## config.mk

```make
export PLATFORM = sky130hd
export DESIGN_NAME = axi_log_drain_ctrl
export DESIGN_NICKNAME = d
export VERILOG_FILES = /design/src/rtl/axi_log_pkg.sv /design/src/rtl/axi_log_drain_ctrl.sv
export SDC_FILE = /design/constraint.sdc
export NUM_CORES = 1
export LEC_CHECK = 0
export BUFFER_PORTS_ARGS = -buffer_cell sky130_fd_sc_hd__buf_2
export CORE_AREA = 4 4 112 114
export CTS_BUF_LIST = sky130_fd_sc_hd__clkbuf_8
export DETAILED_ROUTE_END_ITERATION = 6
export DIE_AREA = 0 0 116 118
export MAX_ROUTING_LAYER = met4
export PLACE_DENSITY_LB_ADDON = 0.08
export SLEW_MARGIN = 30
export SYNTH_ARGS = -nofsm -noshare
export SYNTH_HDL_FRONTEND = slang
export SYNTH_SLANG_ARGS = --single-unit
```

## constraint.sdc

```tcl
create_clock -name Clk_CI -period 5.34 [get_ports Clk_CI]
set_input_delay 0 -clock Clk_CI [delete_from_list [all_inputs] [get_ports Clk_CI]]
set_output_delay 0 -clock Clk_CI [all_outputs]
set_load 0.005 [all_outputs]
```

## src/rtl/axi_log_pkg.sv

```systemverilog
// Shared constants, state encoding and address helper for the log drain
// controller and the logger it empties.
package axi_log_pkg;

  localparam int EXT_DATA_BITW   = 32;
  localparam int WORDS_PER_ENTRY = 3;
  localparam int LOG_ENTRIES     = 1024 * 12;

  typedef enum logic [2:0] {
    IDLE,
    FETCH,
    CAPTURE,
    SEND,
    CLEAR,
    HOLD
  } drain_state_e;

  // Byte address of word w of entry e; entries are NPB words wide.
  function automatic logic [EXT_DATA_BITW-1:0] word_addr(
    input logic [EXT_DATA_BITW-1:0] e,
    input logic [EXT_DATA_BITW-1:0] w,
    input int                       npb
  );
    return ((e * EXT_DATA_BITW'(npb)) + w) << 2;
  endfunction

endpackage

```

## src/rtl/axi_log_drain_ctrl.sv

```systemverilog
// Drains the logger BRAMs entry by entry onto a valid/ready word stream,
// then pulses a clear to the logger and waits out its clear sweep.
module axi_log_drain_ctrl
  import axi_log_pkg::*;
#(
  parameter int NUM_PAR_BRAMS = WORDS_PER_ENTRY,
  parameter int NUM_SER_BRAMS = 12,
  parameter int CNT_BITW      = $clog2(1024 * NUM_SER_BRAMS) + 1
) (
  input  logic                     Clk_CI,
  input  logic                     Rst_RI,
  input  logic                     Start_SI,
  input  logic                     Abort_SI,
  input  logic                     AutoDrain_SI,
  input  logic                     LogFull_SI,
  input  logic [CNT_BITW-1:0]      NumEntries_DI,
  output logic                     BramEn_SO,
  output logic [EXT_DATA_BITW-1:0] BramAddr_DO,
  output logic [3:0]               BramWrEn_SO,
  input  logic [EXT_DATA_BITW-1:0] BramRd_DI,
  output logic [EXT_DATA_BITW-1:0] Out_DO,
  output logic                     OutValid_SO,
  input  logic                     OutReady_SI,
  output logic                     OutLast_SO,
  output logic                     LogClear_SO,
  output logic                     Busy_SO
);

  localparam int LogEntries = 1024 * NUM_SER_BRAMS;
  localparam int WordBitw   = (NUM_PAR_BRAMS > 1) ? $clog2(NUM_PAR_BRAMS) : 1;
  localparam int HoldBitw   = $clog2(LogEntries + 1) + 1;
  localparam logic [WordBitw-1:0] LastWord = WordBitw'(NUM_PAR_BRAMS - 1);

  drain_state_e               state_q, state_d;
  logic [CNT_BITW-1:0]        entries_q, entries_d;
  logic [CNT_BITW-1:0]        entry_q, entry_d;
  logic [WordBitw-1:0]        word_q, word_d;
  logic                       abort_q, abort_d;
  logic [EXT_DATA_BITW-1:0]   out_q, out_d;
  logic [HoldBitw-1:0]        hold_q, hold_d;

  logic                       bramEn, outValid, outLast, logClear;
  logic                       lastWord;
  logic [CNT_BITW-1:0]        clampedCnt;
  logic [EXT_DATA_BITW-1:0]   bramAddr;

  always_ff @(posedge Clk_CI or posedge Rst_RI) begin
    if (Rst_RI) begin
      state_q   <= IDLE;
      entries_q <= '0;
      entry_q   <= '0;
      word_q    <= '0;
      abort_q   <= 1'b0;
      out_q     <= '0;
      hold_q    <= '0;
    end else begin
      state_q   <= state_d;
      entries_q <= entries_d;
      entry_q   <= entry_d;
      word_q    <= word_d;
      abort_q   <= abort_d;
      out_q     <= out_d;
      hold_q    <= hold_d;
    end
  end

  always_comb begin
    state_d    = state_q;
    entries_d  = entries_q;
    entry_d    = entry_q;
    word_d     = word_q;
    abort_d    = abort_q;
    out_d      = out_q;
    hold_d     = hold_q;
    bramEn     = 1'b0;
    outValid   = 1'b0;
    outLast    = 1'b0;
    logClear   = 1'b0;
    bramAddr   = '0;
    lastWord   = (word_q == LastWord) && (entry_q == entries_q - CNT_BITW'(1));
    clampedCnt = (32'(NumEntries_DI) > 32'(LogEntries)) ? CNT_BITW'(LogEntries)
                                                        : NumEntries_DI;

    unique case (state_q)
      IDLE: begin
        abort_d = 1'b0;
        if (Start_SI || (AutoDrain_SI && LogFull_SI)) begin
          entries_d = clampedCnt;
          entry_d   = '0;
          word_d    = '0;
          state_d   = (clampedCnt == '0) ? CLEAR : FETCH;
        end
      end
      FETCH: begin
        if (abort_q || Abort_SI) begin
          state_d = IDLE;
        end else begin
          bramEn  = 1'b1;
          state_d = CAPTURE;
        end
      end
      CAPTURE: begin
        out_d   = BramRd_DI;
        abort_d = abort_q || Abort_SI;
        state_d = SEND;
      end
      SEND: begin
        // An abort that is already pending suppresses OutLast so the consumer
        // never sees a "last" marker on a truncated drain.
        outValid = 1'b1;
        outLast  = lastWord && !abort_q;
        abort_d  = abort_q || Abort_SI;
        if (OutReady_SI) begin
          if (lastWord && !abort_q) begin
            state_d = CLEAR;
          end else if (abort_q || Abort_SI) begin
            state_d = IDLE;
          end else begin
            bramEn  = 1'b1;
            state_d = CAPTURE;
            if (word_q == LastWord) begin
              word_d  = '0;
              entry_d = entry_q + CNT_BITW'(1);
            end else begin
              word_d = word_q + WordBitw'(1);
            end
          end
        end
      end
      CLEAR: begin
        logClear = 1'b1;
        hold_d   = '0;
        state_d  = HOLD;
      end
      HOLD: begin
        if (hold_q == HoldBitw'(LogEntries)) begin
          state_d = IDLE;
        end else begin
          hold_d = hold_q + HoldBitw'(1);
        end
      end
      default: state_d = IDLE;
    endcase

    // The read address always follows the counters as they will be after
    // this cycle, so a handshake fetches the next word without a bubble.
    if (bramEn) begin
      bramAddr = word_addr(EXT_DATA_BITW'(entry_d), EXT_DATA_BITW'(word_d), NUM_PAR_BRAMS);
    end
  end

  assign BramEn_SO   = bramEn;
  assign BramAddr_DO = bramAddr;
  assign BramWrEn_SO = 4'b0000;
  assign Out_DO      = out_q;
  assign OutValid_SO = outValid;
  assign OutLast_SO  = outLast;
  assign LogClear_SO = logClear;
  assign Busy_SO     = (state_q != IDLE);

endmodule

```

; Word-level counts from Yosys, hierarchy flattened
; Index checks and enable logic that the tools add are counted.
[op_classes]
magnitude_cmp = 1
eq_ne = 12
n_mux = 31
n_mul = 1
addsub = 5
n_reduce_logical = 15
[op_table]
columns = cell, count
row1 = 15-bit 2-to-1 mux, 7
row2 = 15-bit case mux with 2 select lines, 2
row3 = 15-bit by 1-bit adder with 15-bit output (second input constant), 2
row4 = 20-bit 2-to-1 mux, 1
row5 = 17-bit by 2-bit adder with 18-bit output, 1
row6 = 3-bit case mux with 6 select lines, 1
row7 = 15-bit by 2-bit multiplier with 17-bit output (second input constant), 1
row8 = 15-bit by 14-bit == test with 1-bit output (second input constant), 1
row9 = 15-bit == test, 1
row10 = 15-bit by 14-bit > comparator with 1-bit output (second input constant), 1
row11 = 15-bit logical NOT, 1
row12 = 3-bit 2-to-1 mux, 5
row13 = 15-bit by 1-bit subtractor with 15-bit output (second input constant), 1
row14 = 2-bit 2-to-1 mux, 6
row15 = 2-bit != test (second input constant), 4
row16 = 3-bit by 2-bit == test with 1-bit output (second input constant), 2
row17 = 3-bit == test (second input constant), 2
row18 = 1-bit 2-to-1 mux, 6
row19 = 1-bit case mux with 2 select lines, 2
row20 = 2-bit case mux with 2 select lines, 1
row21 = 2-bit AND reduction, 2
row22 = 2-bit nonzero test, 2
row23 = 3-bit by 1-bit == test with 1-bit output (second input constant), 1
row24 = 1-bit logical AND, 3
row25 = other kinds (8), 9
[totals]
out_inout_bits = 73
reg_bits = 83
word_cells = 72

; Depth between registers and ports, before layout
[logic_depth]
depth_word = 10
mapped_depth = 21

; Worst setup path before layout
; No wires, ideal clock.
[synth_path]
path_kind = register -> output
start = reg entries_q[2]
end = out BramAddr_DO[17]
n_path_buf = 3
path_stages_with_launch = 21
slack_ns = 0.068
t_arrival_ns = 5.272
cell_sequence = dfrtp_1 > buf_6 > or4_4 > or2_4 > nor4_2 > a21oi_2 > nor4_4 > buf_6 > buf_6 > o21ai_0 > a2bb2oi_1 > fa_1 > ha_1 > fa_1 > a21o_1 > a311oi_1 > o311ai_0 > a21o_1 > a21o_1 > and4b_1 > o31a_1
[synth_between]
elab_chain_len = 10
word_cells_on_any_way = 16
[synth_lines]
columns = element, line_no
row1 = "start, declared", axi_log_drain_ctrl.sv:35  ; logic [CNT_BITW-1:0] entries_q, entries_d;
row2 = "start signal, assigned", axi_log_drain_ctrl.sv:58  ; entries_q <= entries_d;
row3 = 15-bit by 1-bit subtractor with 15-bit output, axi_log_drain_ctrl.sv:80  ; lastWord = (word_q == LastWord) && (entry_q == entries_q - CNT_BITW'(1));
row4 = 15-bit == test, axi_log_drain_ctrl.sv:80
row5 = 1-bit logical AND, axi_log_drain_ctrl.sv:80
row6 = 1-bit logical AND, axi_log_drain_ctrl.sv:114  ; if (lastWord && !abort_q) begin
row7 = 15-bit 2-to-1 mux, axi_log_drain_ctrl.sv:114
row8 = 15-bit 2-to-1 mux, axi_log_drain_ctrl.sv:113  ; if (OutReady_SI) begin
row9 = 15-bit case mux with 2 select lines, axi_log_drain_ctrl.sv:84  ; unique case (state_q)
row10 = via entry_d[0], axi_log_drain_ctrl.sv:36  ; logic [CNT_BITW-1:0] entry_q, entry_d;
row11 = 15-bit by 2-bit multiplier with 17-bit output, axi_log_pkg.sv:24  ; return ((e * EXT_DATA_BITW'(npb)) + w) << 2;
row12 = 17-bit by 2-bit adder with 18-bit output, axi_log_pkg.sv:24
row13 = 20-bit 2-to-1 mux, axi_log_drain_ctrl.sv:147  ; if (bramEn) begin
row14 = "end, declared", axi_log_drain_ctrl.sv:18  ; output logic [EXT_DATA_BITW-1:0] BramAddr_DO,
; The timed path passes the listed nets, and every way through them passes these cells.

; Worst setup path after layout
; Ends and elaborated chain as after synthesis.

==> results.md <==
- Largest family of logic cells by synthesized area: simple AND/OR/NAND/NOR gates
- Sequential Power Share: 0.568
- HP Start: OutReady_SI
- Primary FF master, synth: dfrtp_1
- H-tree depth: 3
- Clock share of power: 0.368
- Worst path most repeated cell: a21o_1
- Min Tclk post-route: 5550 ps
- Seq cells post-synth: 83
- Syn avg cell area: approximately 9.6 sq um
- N_diodes: 0
- Post-synthesis adder-cell area fraction: 0.0789
- Switching part of the total: 0.245
- Post-layout net count: 875
- DR pass1 iterations: 5
- Ratio of cells with drive above 1 in the final layout: 0.298
- Slowest library cell on the worst path: or4_4
- Clk sink count: 83
- Hold Path End: word_q[1]
- Total GRT Usage: 0.216
- Buffers on Ports: between 100 and 150
- Post-synth EDFFs: 0
- CP cell instances: or4_4 -> or2_4 -> a2111oi_4 -> o22ai_2 -> nor4_4 -> nor3_1 -> a221o_1 -> fa_1 -> ha_2 -> fa_2 -> a21o_1 -> a311oi_2 -> o311ai_2 -> a21o_1 -> a21o_1 -> and4b_1 -> o31a_1 -> buf_2
- Final hold vios: 0
- Reg clk slew, reported paths: around 90 ps
- Synth Area in Compound Gates: 0.157
- Multiplexer share of the synthesized area: 0.0628
- Synth Area in XOR/XNOR: 0.0580
- Worst skew pair latency: 370 ps
- Detailed Place HPWL: around 10 mm
- F_max: 180 MHz
- Leak: 0.00365 uW
- Global-route wire length before repair: 23.7 mm
- Inserted Clock Buffers: 9
- Final Slew Violations: 0
- Largest net degree at the start of global routing: 84
- CP endpoint kind: output port
- Worst hold stages: 3
- Status: finished with violations
- DRT iter0 DRCs: 302
- Setup ws final: -208 ps
- Die Width: ~120 um
- Hold crit path type: input pin to register
- Critical path launch point type: register
- Most frequent cell after synthesis: dfrtp_1
- Cell row count: 39
- Combinational Power Share: 0.064
- NetSw: roughly 270 uW
- Final core utilization: 0.650
- Vias per cell: roughly 5.5
- Top post-synthesis cells by area: dfrtp_1 (36%), ha_1 (7.2%), mux2_2 (6.3%)
- Crit path max fanout: 5
- Clock Skew: 12.5 ps
- Synth Area in Simple Gates: 0.220
- Relative slew slack: 0.503
- Post-synth ARST share: 1.00
- CTS Buffer Depth: 2
- R2R cell count: 8
- Final Setup Violations: 2
- RR Startpoint: entries_q[2]
- Worst slew pin tran: 746 ps
- Synth warnings: 0
- Clk root buf: clkbuf_8
- GPL Wtd Cong: between 0.8 and 0.9
- Die area: ~14000 sq um
- Int Power: 835 uW
- Antenna violations before repair: 0
- Initial core utilization: 0.503
- Gr ovfl total: 0
- CP required: roughly 5300 ps
- Area grow syn2layout: 29.4%
- Peak supply drop: around 0.00015 V
- Detailed-route via count: 5159
- Max-Cap Viols: 0
- Worst reg2reg setup slack: 2300 ps
- Worst path arrival time: 5550 ps
- Vias in the first global route: 5011
- Total routed wirelength: between 10 and 15 mm
- Fin crit share: 1.04
- Num ports: 127
- Pwr dens: 149 nW/um^2
- Final ANT Viol Nets: 0
- Crit-path max cell delay: 560 ps
- Kind of critical path: register to output port
- Seq/Total Area, Yosys: 0.362
- Hold WS: roughly 34 ps
- RSZ-0062 raised after global routing: true
- Worst reg2reg endpoint: entry_q[12]
- Synth area leader: dfrtp_1
- Unique cell type count in the Yosys netlist: 70
- Failing checks: negative setup slack
- Wirelength per Cell: about 16 um
- Yosys top cell area share: 0.362
- Mapped Cells: around 600
- CTS tree: yes
- Core area: 11400 sq um
- Commonest cells post-synth: dfrtp_1 (83), nand2_1 (53), nor2_1 (37), ha_1 (33), mux2_2 (32)
- Die height: 118 um
- Drc violations: 0
- Mapped Area: 5740 sq um
==> power by group through the flow <==
stage	Sequential (uW)	Combinational [uW]	Clock (uW)
CTS	628	70.4	425
global route	628	77.9	449
global placement	640	40.5	0
detailed placement	640	42.0	0
floorplan	640	25.5	0
finish	628	70.4	407
==> state kept, by name, summed over array words and instances (netlist names) <==
register / flops
entries_q: 15
hold_q: 15
state_q: 3
word_q: 2
entry_q: 15
abort_q: 1
Out_DO: 32
==> kinds of logic (layout without fill, tap and decap cells) <==
logic type,Yosys count,count (layout)
compound gates,120,120
xor+xnor,38,38
fa+ha+maj,35,35
buf+inv,62,236
flops,83,83
mux,32,32
other cells,1,19
simple gates,228,228
==> area by class of cell <==
class	count	area, sq um
timing repair buffer	206	1410
clock inverter	7	46.3
tap	143	179
clock buffer	9	124
fill	953	4000
multi-input combinational	472	3530
inverter	14	53.8
sequential	83	2080
==> routing by layer <==
layer,track usage,vias to the layer above,wire (um)
met3,0.0483,20,862
met5,-,-,0
met4,0.0457,0,178
met1,0.258,2470,5930
li1,-,2527,-
met2,0.371,142,7520
==> worst max-delay path by stage <==
stage                      start              end  slack, ps  depth (start not counted)
floorplan           entries_q[2]  BramAddr_DO[17]         70                         20
global placement    entries_q[0]  BramAddr_DO[17]        -20                         21
detailed placement  entries_q[0]  BramAddr_DO[17]       -140                         21
CTS                 entries_q[0]  BramAddr_DO[17]       -200                         21
global route        entries_q[4]  BramAddr_DO[17]       -450                         19
finish              entries_q[2]  BramAddr_DO[17]       -210                         18
==> worst max-delay path: cells and delay by family, from the launching register on <==
family / cells / cell delay [ps]
compound gates: 9 / 2110
fa+ha+maj: 3 / 1000
buf+inv: 1 / 130
flops: 1 / 400
simple gates: 5 / 1560
==> cells in the final DEF, fill, tap and decap left out, types with 13 or more instances in the layout <==
cell           count
buf_2            107
dfrtp_1           83
nand2_1           53
dlygate4sd3_1     50
buf_4             47
nor2_1            37
mux2_2            32
ha_1              31
o21ai_0           23
and2_1            21
xnor2_1           20
conb_1            19
xor2_1            17
nand3_1           15
inv_1             15
nand4_1           14
or3_1             14
a21oi_1           14
a22o_1            13
nor4_1            13
==> timing repair <==
item,in CTS,in global routing
setup endpoints to repair,5,10
cloned,0,0
pin swaps,9,2
resized for setup,10,16
buffers inserted,5,3
hold endpoints to repair,131,0
hold buffers,50,0
==> metrics by stage <==
| step | setup WS, ps | area, sq um | instances | setup TNS [ps] | total power [uW] |
|---|---|---|---|---|---|
| 3_5_place_dp | -144 | 6550 | 861 | -224 | 682 |
| 4_1_cts | -200 | 7310 | 932 | -341 | 1120 |
| 3_3_place_gp | -16.7 | 6550 | 861 | -16.7 | 681 |
| 6_report | -208 | 7420 | 934 | -364 | 1110 |
| 5_1_grt | -453 | 7420 | 934 | -1530 | 1150 |
| 2_1_floorplan | 67.9 | 5810 | 617 | 0 | 666 |
(Power assumes the default switching activity.)
